$ cat config.mk
export PLATFORM = sky130hd
export DESIGN_NAME = mem_port_arbiter_module_flat
export DESIGN_NICKNAME = d
export VERILOG_FILES = /design/src/rtl/mem_port_arbiter_module_if.sv /design/src/rtl/mem_port_arbiter_module.sv /design/src/flat_wrapper.sv
export SDC_FILE = /design/constraint.sdc
export NUM_CORES = 1
export LEC_CHECK = 0
export ABC_CLOCK_PERIOD_IN_PS = 21600
export CORE_AREA = 2 2 282 284
export CTS_CLUSTER_DIAMETER = 120
export CTS_CLUSTER_SIZE = 30
export DETAILED_ROUTE_END_ITERATION = 16
export DIE_AREA = 0 0 284 286
export SLEW_MARGIN = 20
export SYNTH_ARGS = -nofsm -noshare
export SYNTH_HDL_FRONTEND = slang
export SYNTH_SLANG_ARGS = --single-unit
$ cat constraint.sdc
create_clock -name clk -period 21.6 [get_ports clk]
set_input_delay 2.16 -clock clk [delete_from_list [all_inputs] [get_ports clk]]
set_output_delay 2.16 -clock clk [all_outputs]
set_load 0.02 [all_outputs]
$ cat src/rtl/mem_port_arbiter_module_if.sv
// ---------------------------------------------------------------------------
// mem_port_arbiter_module_if
// Bundles the three sides of the shared memory port arbiter:
//   I-cache refill side : i_read, i_address -> i_readdata, i_busywait
//   D-cache side        : d_read, d_write, d_address, d_writedata
//                         -> d_readdata, d_busywait
//   main memory side    : mem_read, mem_write, mem_address, mem_writedata
//                         <- mem_readdata, mem_busywait
// Modports:
//   slave  : the arbiter's view (requests and memory responses come in)
//   master : the environment's view (caches plus memory)
// ---------------------------------------------------------------------------
interface mem_port_arbiter_module_if #(
  parameter int ADDR_WIDTH = 28,
  parameter int DATA_WIDTH = 128
);
  // I-cache refill path
  logic                  i_read;
  logic [ADDR_WIDTH-1:0] i_address;
  logic [DATA_WIDTH-1:0] i_readdata;
  logic                  i_busywait;

  // D-cache refill / write-back path
  logic                  d_read;
  logic                  d_write;
  logic [ADDR_WIDTH-1:0] d_address;
  logic [DATA_WIDTH-1:0] d_writedata;
  logic [DATA_WIDTH-1:0] d_readdata;
  logic                  d_busywait;

  // Main memory port
  logic                  mem_read;
  logic                  mem_write;
  logic [ADDR_WIDTH-1:0] mem_address;
  logic [DATA_WIDTH-1:0] mem_writedata;
  logic [DATA_WIDTH-1:0] mem_readdata;
  logic                  mem_busywait;

  modport slave (
    input  i_read, i_address,
    output i_readdata, i_busywait,
    input  d_read, d_write, d_address, d_writedata,
    output d_readdata, d_busywait,
    output mem_read, mem_write, mem_address, mem_writedata,
    input  mem_readdata, mem_busywait
  );

  modport master (
    output i_read, i_address,
    input  i_readdata, i_busywait,
    output d_read, d_write, d_address, d_writedata,
    input  d_readdata, d_busywait,
    input  mem_read, mem_write, mem_address, mem_writedata,
    output mem_readdata, mem_busywait
  );
endinterface

$ cat src/rtl/mem_port_arbiter_module.sv
// ---------------------------------------------------------------------------
// mem_port_arbiter_module
// Shares one main-memory port between the I-cache refill path and the
// D-cache refill/write-back path. D has priority; once MAX_D_RUN consecutive
// D grants have been made while I was waiting, a pending I request wins.
// Ports:
//   clk : rising-edge clock
//   rst : asynchronous active-high reset
//   bus : mem_port_arbiter_module_if.slave (I side, D side, memory side)
// Transfer shape: IDLE -> ACCESS (first edge ignored, completes on the first
// later edge with mem_busywait low) -> DONE (one cycle, owner released) ->
// IDLE. There is never a grant straight out of DONE.
// ---------------------------------------------------------------------------
module mem_port_arbiter_module #(
  parameter int ADDR_WIDTH = 28,
  parameter int DATA_WIDTH = 128,
  parameter int MAX_D_RUN  = 4
) (
  input logic                    clk,
  input logic                    rst,
  mem_port_arbiter_module_if.slave bus
);

  localparam int RUN_WIDTH = $clog2(MAX_D_RUN + 1);
  localparam logic [RUN_WIDTH-1:0] RUN_ZERO = {RUN_WIDTH{1'b0}};
  localparam logic [RUN_WIDTH-1:0] RUN_ONE  = RUN_WIDTH'(1);
  localparam logic [RUN_WIDTH-1:0] RUN_MAX  = RUN_WIDTH'(MAX_D_RUN);

  typedef enum logic [1:0] {
    ST_IDLE   = 2'd0,
    ST_ACCESS = 2'd1,
    ST_DONE   = 2'd2
  } state_t;

  typedef enum logic {
    OWNER_D = 1'b0,
    OWNER_I = 1'b1
  } owner_t;

  state_t                state_r;
  owner_t                owner_r;
  logic [RUN_WIDTH-1:0]  d_run_r;
  logic                  first_edge_r;
  logic                  mem_read_r;
  logic                  mem_write_r;
  logic [ADDR_WIDTH-1:0] mem_address_r;
  logic [DATA_WIDTH-1:0] mem_writedata_r;
  logic [DATA_WIDTH-1:0] i_readdata_r;
  logic [DATA_WIDTH-1:0] d_readdata_r;

  logic                  req_i_s;
  logic                  req_d_s;
  logic                  run_full_s;
  logic                  grant_i_s;
  logic [RUN_WIDTH-1:0]  d_run_next_s;
  logic                  i_done_s;
  logic                  d_done_s;

  assign req_i_s    = bus.i_read;
  assign req_d_s    = bus.d_read | bus.d_write;
  assign run_full_s = (d_run_r == RUN_MAX);
  assign i_done_s   = (state_r == ST_DONE) && (owner_r == OWNER_I);
  assign d_done_s   = (state_r == ST_DONE) && (owner_r == OWNER_D);

  // Grant selection: D wins unless I has waited through a full D run.
  always_comb begin
    grant_i_s = 1'b0;
    if (req_d_s && !(req_i_s && run_full_s)) begin
      grant_i_s = 1'b0;
    end else begin
      grant_i_s = req_i_s;
    end
  end

  // Next value of the consecutive-D-grant counter, applied only on a grant.
  always_comb begin
    d_run_next_s = RUN_ZERO;
    if (grant_i_s) begin
      d_run_next_s = RUN_ZERO;
    end else if (req_i_s) begin
      // D granted over a waiting I: count it, holding at the limit.
      if (run_full_s) begin
        d_run_next_s = d_run_r;
      end else begin
        d_run_next_s = d_run_r + RUN_ONE;
      end
    end else begin
      d_run_next_s = RUN_ZERO;
    end
  end

  // Transfer FSM with registered memory commands and read-data capture.
  always_ff @(posedge clk or posedge rst) begin
    if (rst) begin
      state_r         <= ST_IDLE;
      owner_r         <= OWNER_D;
      d_run_r         <= RUN_ZERO;
      first_edge_r    <= 1'b0;
      mem_read_r      <= 1'b0;
      mem_write_r     <= 1'b0;
      mem_address_r   <= {ADDR_WIDTH{1'b0}};
      mem_writedata_r <= {DATA_WIDTH{1'b0}};
      i_readdata_r    <= {DATA_WIDTH{1'b0}};
      d_readdata_r    <= {DATA_WIDTH{1'b0}};
    end else begin
      case (state_r)
        ST_IDLE: begin
          if (req_i_s || req_d_s) begin
            state_r      <= ST_ACCESS;
            first_edge_r <= 1'b1;
            d_run_r      <= d_run_next_s;
            if (grant_i_s) begin
              owner_r       <= OWNER_I;
              mem_address_r <= bus.i_address;
              mem_read_r    <= 1'b1;
              mem_write_r   <= 1'b0;
            end else begin
              // A simultaneous read and write from D performs the write.
              owner_r         <= OWNER_D;
              mem_address_r   <= bus.d_address;
              mem_writedata_r <= bus.d_writedata;
              mem_read_r      <= ~bus.d_write;
              mem_write_r     <= bus.d_write;
            end
          end
        end
        ST_ACCESS: begin
          // Memory busywait is not trusted on the edge right after the command.
          if (first_edge_r) begin
            first_edge_r <= 1'b0;
          end else if (!bus.mem_busywait) begin
            state_r     <= ST_DONE;
            mem_read_r  <= 1'b0;
            mem_write_r <= 1'b0;
            if (mem_read_r) begin
              if (owner_r == OWNER_I) begin
                i_readdata_r <= bus.mem_readdata;
              end else begin
                d_readdata_r <= bus.mem_readdata;
              end
            end
          end
        end
        ST_DONE: begin
          state_r <= ST_IDLE;
        end
        default: begin
          state_r      <= ST_IDLE;
          first_edge_r <= 1'b0;
          mem_read_r   <= 1'b0;
          mem_write_r  <= 1'b0;
        end
      endcase
    end
  end

  assign bus.mem_read      = mem_read_r;
  assign bus.mem_write     = mem_write_r;
  assign bus.mem_address   = mem_address_r;
  assign bus.mem_writedata = mem_writedata_r;
  assign bus.i_readdata    = i_readdata_r;
  assign bus.d_readdata    = d_readdata_r;
  // Stalls are combinational so a requester sees its release in the DONE cycle.
  assign bus.i_busywait    = bus.i_read & ~i_done_s;
  assign bus.d_busywait    = req_d_s & ~d_done_s;

  mem_port_arbiter_module_chk u_chk (
    .clk       (clk),
    .rst       (rst),
    .mem_read  (mem_read_r),
    .mem_write (mem_write_r),
    .in_access (state_r == ST_ACCESS),
    .in_done   (state_r == ST_DONE)
  );

endmodule

// ---------------------------------------------------------------------------
// mem_port_arbiter_module_chk
// Protocol properties of the arbiter's memory port.
// Ports: clk, rst, mem_read, mem_write, in_access, in_done (all inputs).
// ---------------------------------------------------------------------------
module mem_port_arbiter_module_chk (
  input logic clk,
  input logic rst,
  input logic mem_read,
  input logic mem_write,
  input logic in_access,
  input logic in_done
);

  a_single_cmd: assert property (@(posedge clk) disable iff (rst)
    !(mem_read && mem_write));

  a_cmd_in_access: assert property (@(posedge clk) disable iff (rst)
    (mem_read || mem_write) |-> in_access);

  a_done_one_cycle: assert property (@(posedge clk) disable iff (rst)
    in_done |=> !in_done);

  a_done_after_access: assert property (@(posedge clk) disable iff (rst)
    in_done |-> $past(in_access));

endmodule
$ cat src/flat_wrapper.sv
// flat-port wrapper written by rule: the top's interface ports become plain ports
module mem_port_arbiter_module_flat 
#(
  parameter int ADDR_WIDTH = 28,
  parameter int DATA_WIDTH = 128,
  parameter int MAX_D_RUN  = 4
)
  (clk, rst, bus_i_read, bus_i_address, bus_i_readdata, bus_i_busywait, bus_d_read, bus_d_write, bus_d_address, bus_d_writedata, bus_d_readdata, bus_d_busywait, bus_mem_read, bus_mem_write, bus_mem_address, bus_mem_writedata, bus_mem_readdata, bus_mem_busywait);
  mem_port_arbiter_module_if #(.ADDR_WIDTH(ADDR_WIDTH), .DATA_WIDTH(DATA_WIDTH)) bus_i ();
  input logic clk;
  input logic rst;
  input wire logic [$bits(bus_i.i_read)-1:0] bus_i_read;
  input wire logic [$bits(bus_i.i_address)-1:0] bus_i_address;
  output wire logic [$bits(bus_i.i_readdata)-1:0] bus_i_readdata;
  output wire logic [$bits(bus_i.i_busywait)-1:0] bus_i_busywait;
  input wire logic [$bits(bus_i.d_read)-1:0] bus_d_read;
  input wire logic [$bits(bus_i.d_write)-1:0] bus_d_write;
  input wire logic [$bits(bus_i.d_address)-1:0] bus_d_address;
  input wire logic [$bits(bus_i.d_writedata)-1:0] bus_d_writedata;
  output wire logic [$bits(bus_i.d_readdata)-1:0] bus_d_readdata;
  output wire logic [$bits(bus_i.d_busywait)-1:0] bus_d_busywait;
  output wire logic [$bits(bus_i.mem_read)-1:0] bus_mem_read;
  output wire logic [$bits(bus_i.mem_write)-1:0] bus_mem_write;
  output wire logic [$bits(bus_i.mem_address)-1:0] bus_mem_address;
  output wire logic [$bits(bus_i.mem_writedata)-1:0] bus_mem_writedata;
  input wire logic [$bits(bus_i.mem_readdata)-1:0] bus_mem_readdata;
  input wire logic [$bits(bus_i.mem_busywait)-1:0] bus_mem_busywait;
  assign bus_i.i_read = bus_i_read;
  assign bus_i.i_address = bus_i_address;
  assign bus_i_readdata = bus_i.i_readdata;
  assign bus_i_busywait = bus_i.i_busywait;
  assign bus_i.d_read = bus_d_read;
  assign bus_i.d_write = bus_d_write;
  assign bus_i.d_address = bus_d_address;
  assign bus_i.d_writedata = bus_d_writedata;
  assign bus_d_readdata = bus_i.d_readdata;
  assign bus_d_busywait = bus_i.d_busywait;
  assign bus_mem_read = bus_i.mem_read;
  assign bus_mem_write = bus_i.mem_write;
  assign bus_mem_address = bus_i.mem_address;
  assign bus_mem_writedata = bus_i.mem_writedata;
  assign bus_i.mem_readdata = bus_mem_readdata;
  assign bus_i.mem_busywait = bus_mem_busywait;
  mem_port_arbiter_module #(.ADDR_WIDTH(ADDR_WIDTH), .DATA_WIDTH(DATA_WIDTH), .MAX_D_RUN(MAX_D_RUN)) u_core (.clk(clk), .rst(rst), .bus(bus_i));
endmodule
==> impl_summary.md, run 1 <==
Final layout
The number of filler cells placed in the layout is 7864. The proportion of layout cells with a drive suffix above 1 is 12.09%. The number of nets in the layout is 2047.

The growth of design area from synthesis to finish is 55.58%.

Clocking
The H-tree depth is 1. Post-CTS timing repair inserted 0 buffers for setup. The clock root buffer is sky130_fd_sc_hd__clkbuf_16. TritonCTS built the clock tree. The total of hold buffers inserted after clock tree synthesis is 0. The clock sink count is 421. The number of clock buffers inserted by TritonCTS is 18.

The number of gates resized after CTS was 0. The clock reaches the later pin of the worst-skew pair after 560 ps. Clock-pin slew was measured on the worst setup and hold paths at 120 ps.

The clock tree buffer depth is 3.

Floorplan
The number of primary I/O pins is 734. The starting density of the core is 20.61%. The number of rows created at floorplan is 103. The height of the chip is 286 µm. The floorplan step defined a die boundary enclosing 0.08122 mm². Measured along the x axis, the die boundary spans 284 µm. The core region is 0.07836 mm².

STA
The count of final max-slew check failures was 0. At the pin with the least slew margin, the transition time is 1049 ps. The maximum achievable frequency is 157.8 MHz.

The normalized max-slew margin is 30.05%. The post-route setup TNS is 0 ps. The shortest period the worst path allows is 6339 ps. Setup violations remaining at the end of the flow were counted as 0.

The tightest hold path in the finished design has a slack of 494.0 ps. The number of hold violations in the final report is 0. The largest clock skew in the final design is 17.10 ps. Dividing the final minimum period by the clock period gives 29.35%. Setup repair after global routing left no endpoint under its margin.

Power and ir drop
The analysis attributes to cell leakage a power of 0.01047 µW. Internal power comes to 2163 µW. The net switching share of the total power is 37.38%.

The analysis attributes to net switching a power of 1291 µW. The sequential share of power is 37.8%. The share of total power in combinational logic is 50.0%.

The power per cell area is 137.5 mW/mm². Summing internal, switching and leakage power gives 3455 µW. The clock network is responsible for 12.2% of the overall power. Across the VDD grid, the largest voltage drop is 0.06548 mV.

Synth
The number of nets handed over by synthesis was 1343. The share of synthesized area occupied by flip-flops and latches is 65.23%. Counting flops and latches in the post-synthesis netlist gives 421. In this run, distinct cell masters in the synthesized netlist total 30. The async set or reset register ratio after synthesis is 100.0%. Synthesis produced 1023 cells.

The post-synthesis area per instance is 15.79 µm². In this run the cell area of the synthesized design comes to 0.01615 mm². During synthesis, Yosys emitted a total of 0 warnings. The predominant post-synthesis flop cell is sky130_fd_sc_hd__dfrtp_1.

The number of enable flip-flop cells after synthesis is 0.

Global route
The global-route wire length before repair is 78280 µm. Global routing finished with a remaining overflow of 0. The overall fraction of global-route tracks in use is 12.27%. The maximum number of pins on one net before global-route repair is 155. The number of antenna violations at the first check in global routing is 2. The via count of the first global-routing pass is 12129.

Setup path
The delay contributed by the slowest stage of the critical path is 640 ps. STA classifies the critical path endpoint as a primary output. At the worst endpoint, the arrival time is 4180 ps. STA classifies the critical path startpoint as a primary input. Walking the worst path, the cells encountered are clkdlybuf4s50_1 > buf_4 > inv_1 > buf_4 > a21oi_1 > clkdlybuf4s50_1. Among all stages on the critical path, the largest delay is contributed by sky130_fd_sc_hd__clkdlybuf4s50_1. The kind of critical path is in -> out. Along the worst path, the maximum fanout reaches 34. STA puts the critical path data required time at 19440 ps.

Routing
In the final routing, the length of wire on met1 measures 20300 µm. The via total after detailed routing is 11085. The remaining antenna violation count is 0. The DRC violation count after routing is 0. The number of search-and-repair iterations in the first detailed-routing pass is 4.

For this block, the routed nets add up to 52100 µm of wire. In the final routed layout, each cell accounts on average for 18.74 µm. After detailed routing, the met3 layer carries 3007 µm of wire. In this run the top signal layer used is met5. Using the TritonRoute via totals, the vias-per-cell ratio works out to 3.987. The first-iteration detailed-routing DRC count is 352. In the detailed route, the total length drawn on met2 is 27490 µm.

Placement
Once detailed placement completed, the half-perimeter wirelength came to 39440 µm. The congestion estimate from routability-driven global placement came to 0.8252. The number of buffer cells added on primary ports is 733.

Flow run
The max capacitance violation total is 0.

Hold path
In this run the worst hold path is classified as reg -> reg.

Status
The flow ran to the end, and the final reports show no timing, DRC or antenna violations.
-- layout make-up --
cell class	instances	area [µm²]	share of cell area, %
timing repair buffer	748	7486	29.79
sequential	421	10540	41.92
clock buffer	19	475.5	1.892
inverter	7	33.78	0.1344
antenna	1	2.502	0.009958
multi-input combinational	531	5249	20.89
clock inverter	3	33.78	0.1344
tap	1050	1314	5.228
-- power groups by stage --
stage / clock network (µW) / registers [µW] / logic [µW]
after floorplan: 0 / 1710 / 440
final: 421 / 1310 / 1730
after global placement: 0 / 1310 / 1730
after detailed placement: 0 / 1320 / 1750
after CTS: 445 / 1310 / 1760
after global routing: 471 / 1350 / 1820
-- synth_stat cells, types with 2 or more instances --
cell type,instances,area share [%]
sky130_fd_sc_hd__nor2_1,2,0.046
sky130_fd_sc_hd__buf_2,18,0.56
sky130_fd_sc_hd__a21oi_1,31,0.96
sky130_fd_sc_hd__o21ai_0,34,1.1
sky130_fd_sc_hd__mux2_2,163,11
sky130_fd_sc_hd__ha_1,2,0.15
sky130_fd_sc_hd__inv_1,7,0.16
sky130_fd_sc_hd__a31oi_1,29,1.1
sky130_fd_sc_hd__nand4_1,2,0.077
sky130_fd_sc_hd__clkbuf_1,17,0.40
sky130_fd_sc_hd__nand2_1,2,0.046
sky130_fd_sc_hd__mux2_1,221,15
sky130_fd_sc_hd__buf_6,14,0.98
sky130_fd_sc_hd__nand3_1,31,0.96
sky130_fd_sc_hd__nor2b_1,2,0.077
sky130_fd_sc_hd__buf_4,14,0.65
sky130_fd_sc_hd__dfrtp_1,421,65
-- logic make-up after synthesis --
group | synth area share, %
AO/OA/AOI/OAI | 3.602
adder cells (fa/ha/maj) | 0.1549
buffers and inverters | 2.766
flip-flops | 65.23
multiplexers | 26.77
AND/OR/NAND/NOR | 1.480
-- per-layer routing --
metal	vias up	track usage, %
li1	5023	-
met5	-	0
met1	5661	14.33
met2	345	22.63
met3	54	2.791
met4	2	3.026
-- state kept, by name (all words and copies together) (netlist names) --
register                  count
u_core.d_run_r                3
u_core.bus.mem_write          1
u_core.bus.mem_address       28
u_core.owner_r                1
u_core.bus.mem_read           1
u_core.bus.i_readdata       128
u_core.bus.mem_writedata    128
u_core.bus.d_readdata       128
u_core.first_edge_r           1
u_core.state_r                2
-- layout by cell type, fill, tap and decap left out, drive strengths merged --
cell type      Yosys  layout
inv                7      10
nor2               2       2
a311oi             1       1
a22o               1       1
dfrtp            421     421
nor4b              1       1
o2bb2ai            1       1
a31oi             29      29
buf               47      15
nor3b              1       1
o21ai             34      34
nand2              2       2
clkbuf            17      19
nor2b              2       2
a2bb2o             1       1
or2                1       1
a2bb2oi            1       1
ha                 2       2
nand3             31      31
diode              0       1
o21bai             1       1
a21oi             31      31
or3                1       1
o32ai              1       1
mux2             384     384
clkdlybuf4s50      0     733
a22oi              1       1
nand4              2       2
-- final timing paths --
kind,startpoint,end,slack (ps),cells past startpoint
worst max-delay path,bus_i_read,bus_i_busywait,15260,6
worst min-delay path,u_core.bus.mem_writedata[86],u_core.bus.mem_writedata[86],490,1
worst max register to register,u_core.d_run_r[0],u_core.bus.mem_writedata[68],18490,6
worst min register to register,u_core.bus.mem_writedata[86],u_core.bus.mem_writedata[86],490,1
max in group asynchronous,rst,u_core.bus.mem_address[18],17280,4
min in group asynchronous,rst,u_core.bus.i_readdata[43],2220,2
-- critical path, delay by kind of cell --
family	cells	cell delay, ps
buffers and inverters	5	1800
AO/OA/AOI/OAI	1	200
-- metrics by stage --
step	instances	area (µm²)	worst slack [ps]	utilization [%]
global route	2779	25130	15180	32.07
detailed placement	2756	24570	15270	31.36
floorplan	1023	16150	7720	-
global placement	2756	24560	15270	31.35
CTS	2778	25080	15260	32.01
finish	2780	25130	15260	32.07
Power figures use the tool's default switching activity.
==> run 2: changes to the inputs <==
--- a/config.mk
+++ b/config.mk
@@ -5,12 +5,12 @@
 export SDC_FILE = /design/constraint.sdc
 export NUM_CORES = 1
 export LEC_CHECK = 0
-export ABC_CLOCK_PERIOD_IN_PS = 21600
-export CORE_AREA = 2 2 282 284
+export ABC_CLOCK_PERIOD_IN_PS = 6000
+export CORE_AREA = 2 2 283 285
 export CTS_CLUSTER_DIAMETER = 120
 export CTS_CLUSTER_SIZE = 30
 export DETAILED_ROUTE_END_ITERATION = 16
-export DIE_AREA = 0 0 284 286
+export DIE_AREA = 0 0 285 287
 export SLEW_MARGIN = 20
 export SYNTH_ARGS = -nofsm -noshare
 export SYNTH_HDL_FRONTEND = slang
==> constraint.sdc (replaced) <==
create_clock -name clk -period 6 [get_ports clk]
set_input_delay 0.6 -clock clk [delete_from_list [all_inputs] [get_ports clk]]
set_output_delay 0.6 -clock clk [all_outputs]
set_load 0.02 [all_outputs]
==> impl_summary.md, run 2 (synthesized netlist as in run 1, its figures left out) <==
Setup path
The critical path endpoint category is a primary output. Walking the worst path, the cells encountered are clkdlybuf4s50_1 > inv_1 > a21oi_1 > clkdlybuf4s50_1. The register-to-register path setup slack is 3010 ps. The slowest cell on the critical path is sky130_fd_sc_hd__clkdlybuf4s50_1. The cell type with the highest occurrence count on the critical path is sky130_fd_sc_hd__clkdlybuf4s50_1. The worst register-to-register path ends at u_core.bus.d_readdata[43]. The startpoint identified for the worst register-to-register timing path is u_core.state_r[0]. The largest driver fanout on the critical path is 32. The worst register-to-register path has a depth of 5. The kind of critical path is in -> out. The delay contributed by the slowest stage of the critical path is 870 ps. For the worst setup path, the data required time is 5400 ps.

The kind of launch point of the worst setup path is a primary input. Data arrives at the worst endpoint at 3100 ps.

Final layout
The proportion of layout cells with a drive suffix above 1 is 12.44%. Fill cells in the final layout number 7829. Relative to the synthesized area, the layout overhead comes to 56.30%.

After the last flow step, the layout net total stands at 2053. The most common cell after layout, fill and taps aside is sky130_fd_sc_hd__clkdlybuf4s50_1. The number of cells in the finished layout apart from fillers is 2788. The fraction of the core area covered by cells at the end of the flow is 32.11%.

The top cell types in the final layout, fill and taps aside, are sky130_fd_sc_hd__clkdlybuf4s50_1 (733), sky130_fd_sc_hd__dfrtp_1 (421), sky130_fd_sc_hd__mux2_1 (221), sky130_fd_sc_hd__mux2_2 (163), sky130_fd_sc_hd__o21ai_0 (34).

Clocking
TritonCTS built the clock tree. The clock root buffer is sky130_fd_sc_hd__clkbuf_16. CTS built an H-tree with a depth of 1. The tree built by TritonCTS fans out to 421 sinks. The post-CTS resize count is 0. The clock slew seen by the registers of the worst setup and hold paths is 110 ps. The number of clock buffers added by TritonCTS is 18. At the later pin of the worst-skew pair, clock insertion delay measures 570 ps.

The post-CTS setup repair buffer count is 0. The clock tree buffer depth is 3. Hold repair after CTS inserted 0 buffers.

STA
The count of final max-slew check failures is 0. Clock skew on the completed layout was measured at 27.07 ps. In the post-route analysis, the smallest setup slack over all paths is 2303 ps. The normalized max-slew margin is 30.00%.

The portion of the clock cycle consumed by the worst path in the final layout is 61.62%. The number of hold violations in the final report came to 0. The shortest period the worst path allows is 3697 ps. The setup violation total in the final timing report is 0. At the pin with the least slew margin, the transition time is 1050 ps. Setup repair after global routing left no endpoint under its margin. Final hold analysis gives a worst-case slack of 465.1 ps. Based on the critical path, the design can be clocked at up to 270.5 MHz.

Floorplan
The floorplan has 103 rows. The height of the chip is 287 µm. In this run the horizontal extent of the chip is 285 µm. The die covers 0.08180 mm². The floorplan step defined a core boundary enclosing 0.07861 mm².

734 I/O pins were placed. Once the floorplan was initialized, standard cells occupied 20.55% of the core.

Placement
The routability-driven placement congestion ratio is 0.8668. Once detailed placement completed, the half-perimeter wirelength came to 39300 µm. During placement, the flow inserted port buffers numbering 733. The pre-CTS setup slack is 2315 ps. The number of cells after detailed placement is 2761.

Routing
The first-iteration detailed-routing DRC count is 293. The via count normalized by instance count is 4.027. The remaining antenna violation count is 0.

After detailed routing, the total wire length is 52050 µm. The routed length per placed instance is 18.67 µm. The number of search-and-repair iterations in the first detailed-routing pass is 4. The DRC violation count after routing is 0. For this block, the via count after detailed routing is 11227.

Hold path
The type of the most critical hold path is in -> async.

Power and ir drop
In this run the static leakage power is 0.01052 µW. Dividing total power by cell area gives a power density of 497.5 mW/mm². The maximum vdd drop is 0.3466 mV. The total power after layout is 12560 µW.

Global route
The total global routing overflow is 0. The maximum number of pins on one net before global-route repair is 146. The number of antenna violations at the first check in global routing is 3. The overall fraction of global-route tracks in use is 12.06%. The via count of the first global-routing pass came to 12192. The global-route wire length before repair is 77490 µm.

Status
The flow ran to the end, and the final reports show no timing, DRC or antenna violations.

Flow run
The max capacitance violation total is 0.
run 2: area by class of cell:
type,instances,area (µm²),area share [%]
antenna,2,5.005,0.01982
clock buffer,20,489.2,1.938
timing repair buffer,754,7556,29.93
multi-input combinational,531,5236,20.74
tap,1050,1314,5.204
inverter,7,30.03,0.1189
sequential,421,10540,41.73
clock inverter,3,80.08,0.3172
run 2: power by group:
part | internal (µW) | switching [µW] | total, µW
Combinational | 3170 | 3050 | 6220
Sequential | 4040 | 690 | 4740
Clock | 684 | 922 | 1610
Total | 7900 | 4660 | 12600
run 2: through the flow:
stage / TNS (ps) / cell area [µm²]
2_1_floorplan: -117670 / 16160
3_3_place_gp: 0 / 24620
3_5_place_dp: 0 / 24630
4_1_cts: 0 / 25200
5_1_grt: 0 / 25250
6_report: 0 / 25250
run 2: how the worst max path moves through the flow:
stage	endpoint	from	cells after the start	slack, ps
after global placement	u_core.bus.d_readdata[27]	bus_mem_busywait	6	2390
after detailed placement	u_core.bus.d_readdata[68]	bus_mem_busywait	6	2320
after global routing	bus_i_busywait	bus_i_read	4	2150
final	bus_i_busywait	bus_i_read	4	2300
after floorplan	u_core.bus.d_readdata[0]	rst	1	-280
after CTS	bus_i_busywait	bus_i_read	4	2300
run 2: metal layers:
layer | global-route usage (%) | share of wire [%] | vias up
met4 | 3.050 | 2.5 | 2
li1 | - | - | 5050
met2 | 22.59 | 53 | 365
met3 | 2.246 | 5.6 | 44
met5 | 0 | 0.015 | -
met1 | 14.08 | 38 | 5766
run 2: worst max-delay path, delay by kind of cell:
kind,cells,cell delay (ps)
compound gates,1,300
buf+inv,3,2180
==> run 3: changes to the inputs <==
--- a/config.mk
+++ b/config.mk
@@ -5,12 +5,12 @@
 export SDC_FILE = /design/constraint.sdc
 export NUM_CORES = 1
 export LEC_CHECK = 0
-export ABC_CLOCK_PERIOD_IN_PS = 6000
-export CORE_AREA = 2 2 283 285
+export ABC_CLOCK_PERIOD_IN_PS = 3280
+export CORE_AREA = 2 2 289 291
 export CTS_CLUSTER_DIAMETER = 120
 export CTS_CLUSTER_SIZE = 30
 export DETAILED_ROUTE_END_ITERATION = 16
-export DIE_AREA = 0 0 285 287
+export DIE_AREA = 0 0 291 293
 export SLEW_MARGIN = 20
 export SYNTH_ARGS = -nofsm -noshare
 export SYNTH_HDL_FRONTEND = slang
==> constraint.sdc (replaced) <==
create_clock -name clk -period 3.28 [get_ports clk]
set_input_delay 0.328 -clock clk [delete_from_list [all_inputs] [get_ports clk]]
set_output_delay 0.328 -clock clk [all_outputs]
set_load 0.02 [all_outputs]
==> impl_summary.md, run 3 (synthesized netlist as in run 1, its figures left out) <==
Status
The flow ran to the end, and the final reports show no timing, DRC or antenna violations.

STA
Setup repair after global routing left no endpoint under its margin. The number of hold violations in the final report is 0. The tightest hold path in the finished design has a slack of 229.7 ps. The pin slew with the least headroom to its limit is 727.4 ps. The largest clock skew in the final design is 31.89 ps. After layout, the worst setup slack is 891.2 ps. After layout, the worst path uses 72.83% of the clock period.

The post-route setup TNS is 0 ps. The maximum achievable frequency is 418.6 MHz. Setup violations remaining at the end of the flow were counted as 0. The count of final max-slew check failures is 0. The normalized max-slew margin is 51.40%. The shortest period the worst path allows is 2389 ps.

Final layout
Of the cells placed in the final design, the portion with a size suffix greater than 1 is 13.39%. For this run, the number of standard cells in the final layout without fillers is 2826. The number of nets in the layout is 2074. Leaving out fill and tap cells, the most frequent cell in the layout is sky130_fd_sc_hd__clkdlybuf4s50_1.

The growth of design area from synthesis to finish is 57.63%. Leaving out fill and tap cells, the most frequent cells in the layout are sky130_fd_sc_hd__clkdlybuf4s50_1 (733), sky130_fd_sc_hd__dfrtp_1 (421), sky130_fd_sc_hd__mux2_1 (221), sky130_fd_sc_hd__mux2_2 (163), sky130_fd_sc_hd__o21ai_0 (34).

Power and ir drop
The total power after layout is 22970 µW. Summed over all cells, the static leakage comes to 0.01063 µW. IR analysis of the VDD net gives a maximum drop of 0.5006 mV. The power per cell area is 902.3 mW/mm².

Setup path
The largest individual stage delay along the critical path comes from the cell sky130_fd_sc_hd__clkdlybuf4s50_1. The largest driver fanout on the critical path is 6. STA classifies the critical path endpoint as a primary output. Traced cell by cell, the critical path runs through nor2b_1 > a21oi_1 > clkdlybuf4s50_1. The delay contributed by the slowest stage of the critical path is 660 ps. The worst setup path is launched from a flip-flop.

The number of cell instances on the worst register-to-register path is 4. The register-to-register path setup slack is 990 ps. Data arrives at the worst endpoint at 2060 ps. The critical register-to-register path endpoint is u_core.bus.d_readdata[83]. Counting both buffers and inverters, the worst setup path holds a total of 1. The launch point of the worst reg-to-reg path is u_core.state_r[1]. The critical path required time is 2950 ps. The kind of critical path is reg -> out. The cell family contributing the most delay on the critical path is buffers and inverters.

Global route
The global-route wire length before repair is 80380 µm. The number of antenna violations at the first check in global routing came to 1. The total global routing overflow is 0. The via count of the first global-routing pass is 12485. The overall fraction of global-route tracks in use is 12.14%. The maximum number of pins on one net before global-route repair is 83.

Clocking
After clock tree synthesis, the repair step resized 0 gates. Buffers inserted to repair hold after CTS numbered 0. TritonCTS created 18 clock buffers. The clock slew seen by the registers of the worst setup and hold paths is 120 ps.

The cell sitting at the root of the clock tree is a sky130_fd_sc_hd__clkbuf_16. The H-tree depth is 1. The post-CTS setup repair buffer count is 0.

Clock latency on the worst-skew pair, taken at its later pin, is 570 ps. The clock tree buffer depth is 3. TritonCTS built the clock tree. The clock drives 421 sinks.

Floorplan
From bottom edge to top edge, the die measures 293 µm. The core outline area is 0.08185 mm². The die covers 0.08526 mm². The number of rows created at floorplan is 105. The die is 291 µm wide. Pin placement for this block handled 734 I/O pins. For this configuration, the core starts out at a cell density of 19.73%.

Placement
The detailed-placement wirelength estimate is 42690 µm. The number of cells after detailed placement is 2804. The routability-driven placement congestion ratio is 0.9118. The pre-CTS setup slack is 618.6 ps.

Buffers placed on the I/O ports in this run total 733.

Routing
The routed length per placed instance is 19.12 µm. The DRC violation count after routing is 0. The first-iteration detailed-routing DRC count is 378.

The total wire length after detailed routing is 54040 µm. The detail route stage leaves a number of antenna-violating nets equal to 0. For this run, the detailed router's first-pass iteration total came to 4. In the routed layout, each cell is associated on average with a via count of 4.001. Across all layers, the routed design uses 11307 vias.

Hold path
The worst hold path belongs to the class in -> async.

Flow run
Max-cap violations in this run came to 0.
run 3: worst reg2reg max path, cell delays in order (launching register included):
cell and delay [ps]:
sky130_fd_sc_hd__dfrtp_1 480, sky130_fd_sc_hd__nor4b_4 470, sky130_fd_sc_hd__nand3_4 500, sky130_fd_sc_hd__buf_12 390, sky130_fd_sc_hd__mux2_2 350
run 3: layout make-up:
class                      instances  area, µm²
fill                            8150      56390
antenna                            1      2.502
clock buffer                      19      475.5
timing repair buffer             775       7815
sequential                       421      10540
tap                             1070       1339
clock inverter                     2      37.54
inverter                           7      30.03
multi-input combinational        531       5225
run 3: worst max path at each step:
stage	from	endpoint	cells past startpoint
final	u_core.state_r[1]	bus_i_busywait	3
after global routing	u_core.state_r[1]	bus_d_busywait	3
after CTS	u_core.state_r[1]	bus_i_busywait	3
after detailed placement	bus_mem_busywait	u_core.bus.d_readdata[85]	5
after global placement	bus_mem_busywait	u_core.bus.d_readdata[85]	5
after floorplan	rst	u_core.bus.d_readdata[0]	1
run 3: power breakdown:
part / switching (µW) / internal (µW)
sequential: 1300 / 7400
clock: 1690 / 1070
combinational: 5640 / 5870
run 3: metal layers:
layer / track usage [%] / share of wire [%] / vias to the layer above
met5: 0 / 0 / -
met4: 4.006 / 3.5 / 0
met3: 2.648 / 6.4 / 74
met2: 22.28 / 52 / 407
met1: 13.95 / 38 / 5738
li1: - / - / 5088
run 3: through the flow:
| step | cell area (µm²) | util (%) |
|---|---|---|
| finish | 25460 | 31.11 |
| global route | 25460 | 31.11 |
| CTS | 25460 | 31.10 |
| detailed placement | 24940 | 30.48 |
| global placement | 24940 | 30.48 |
| floorplan | 16160 | - |
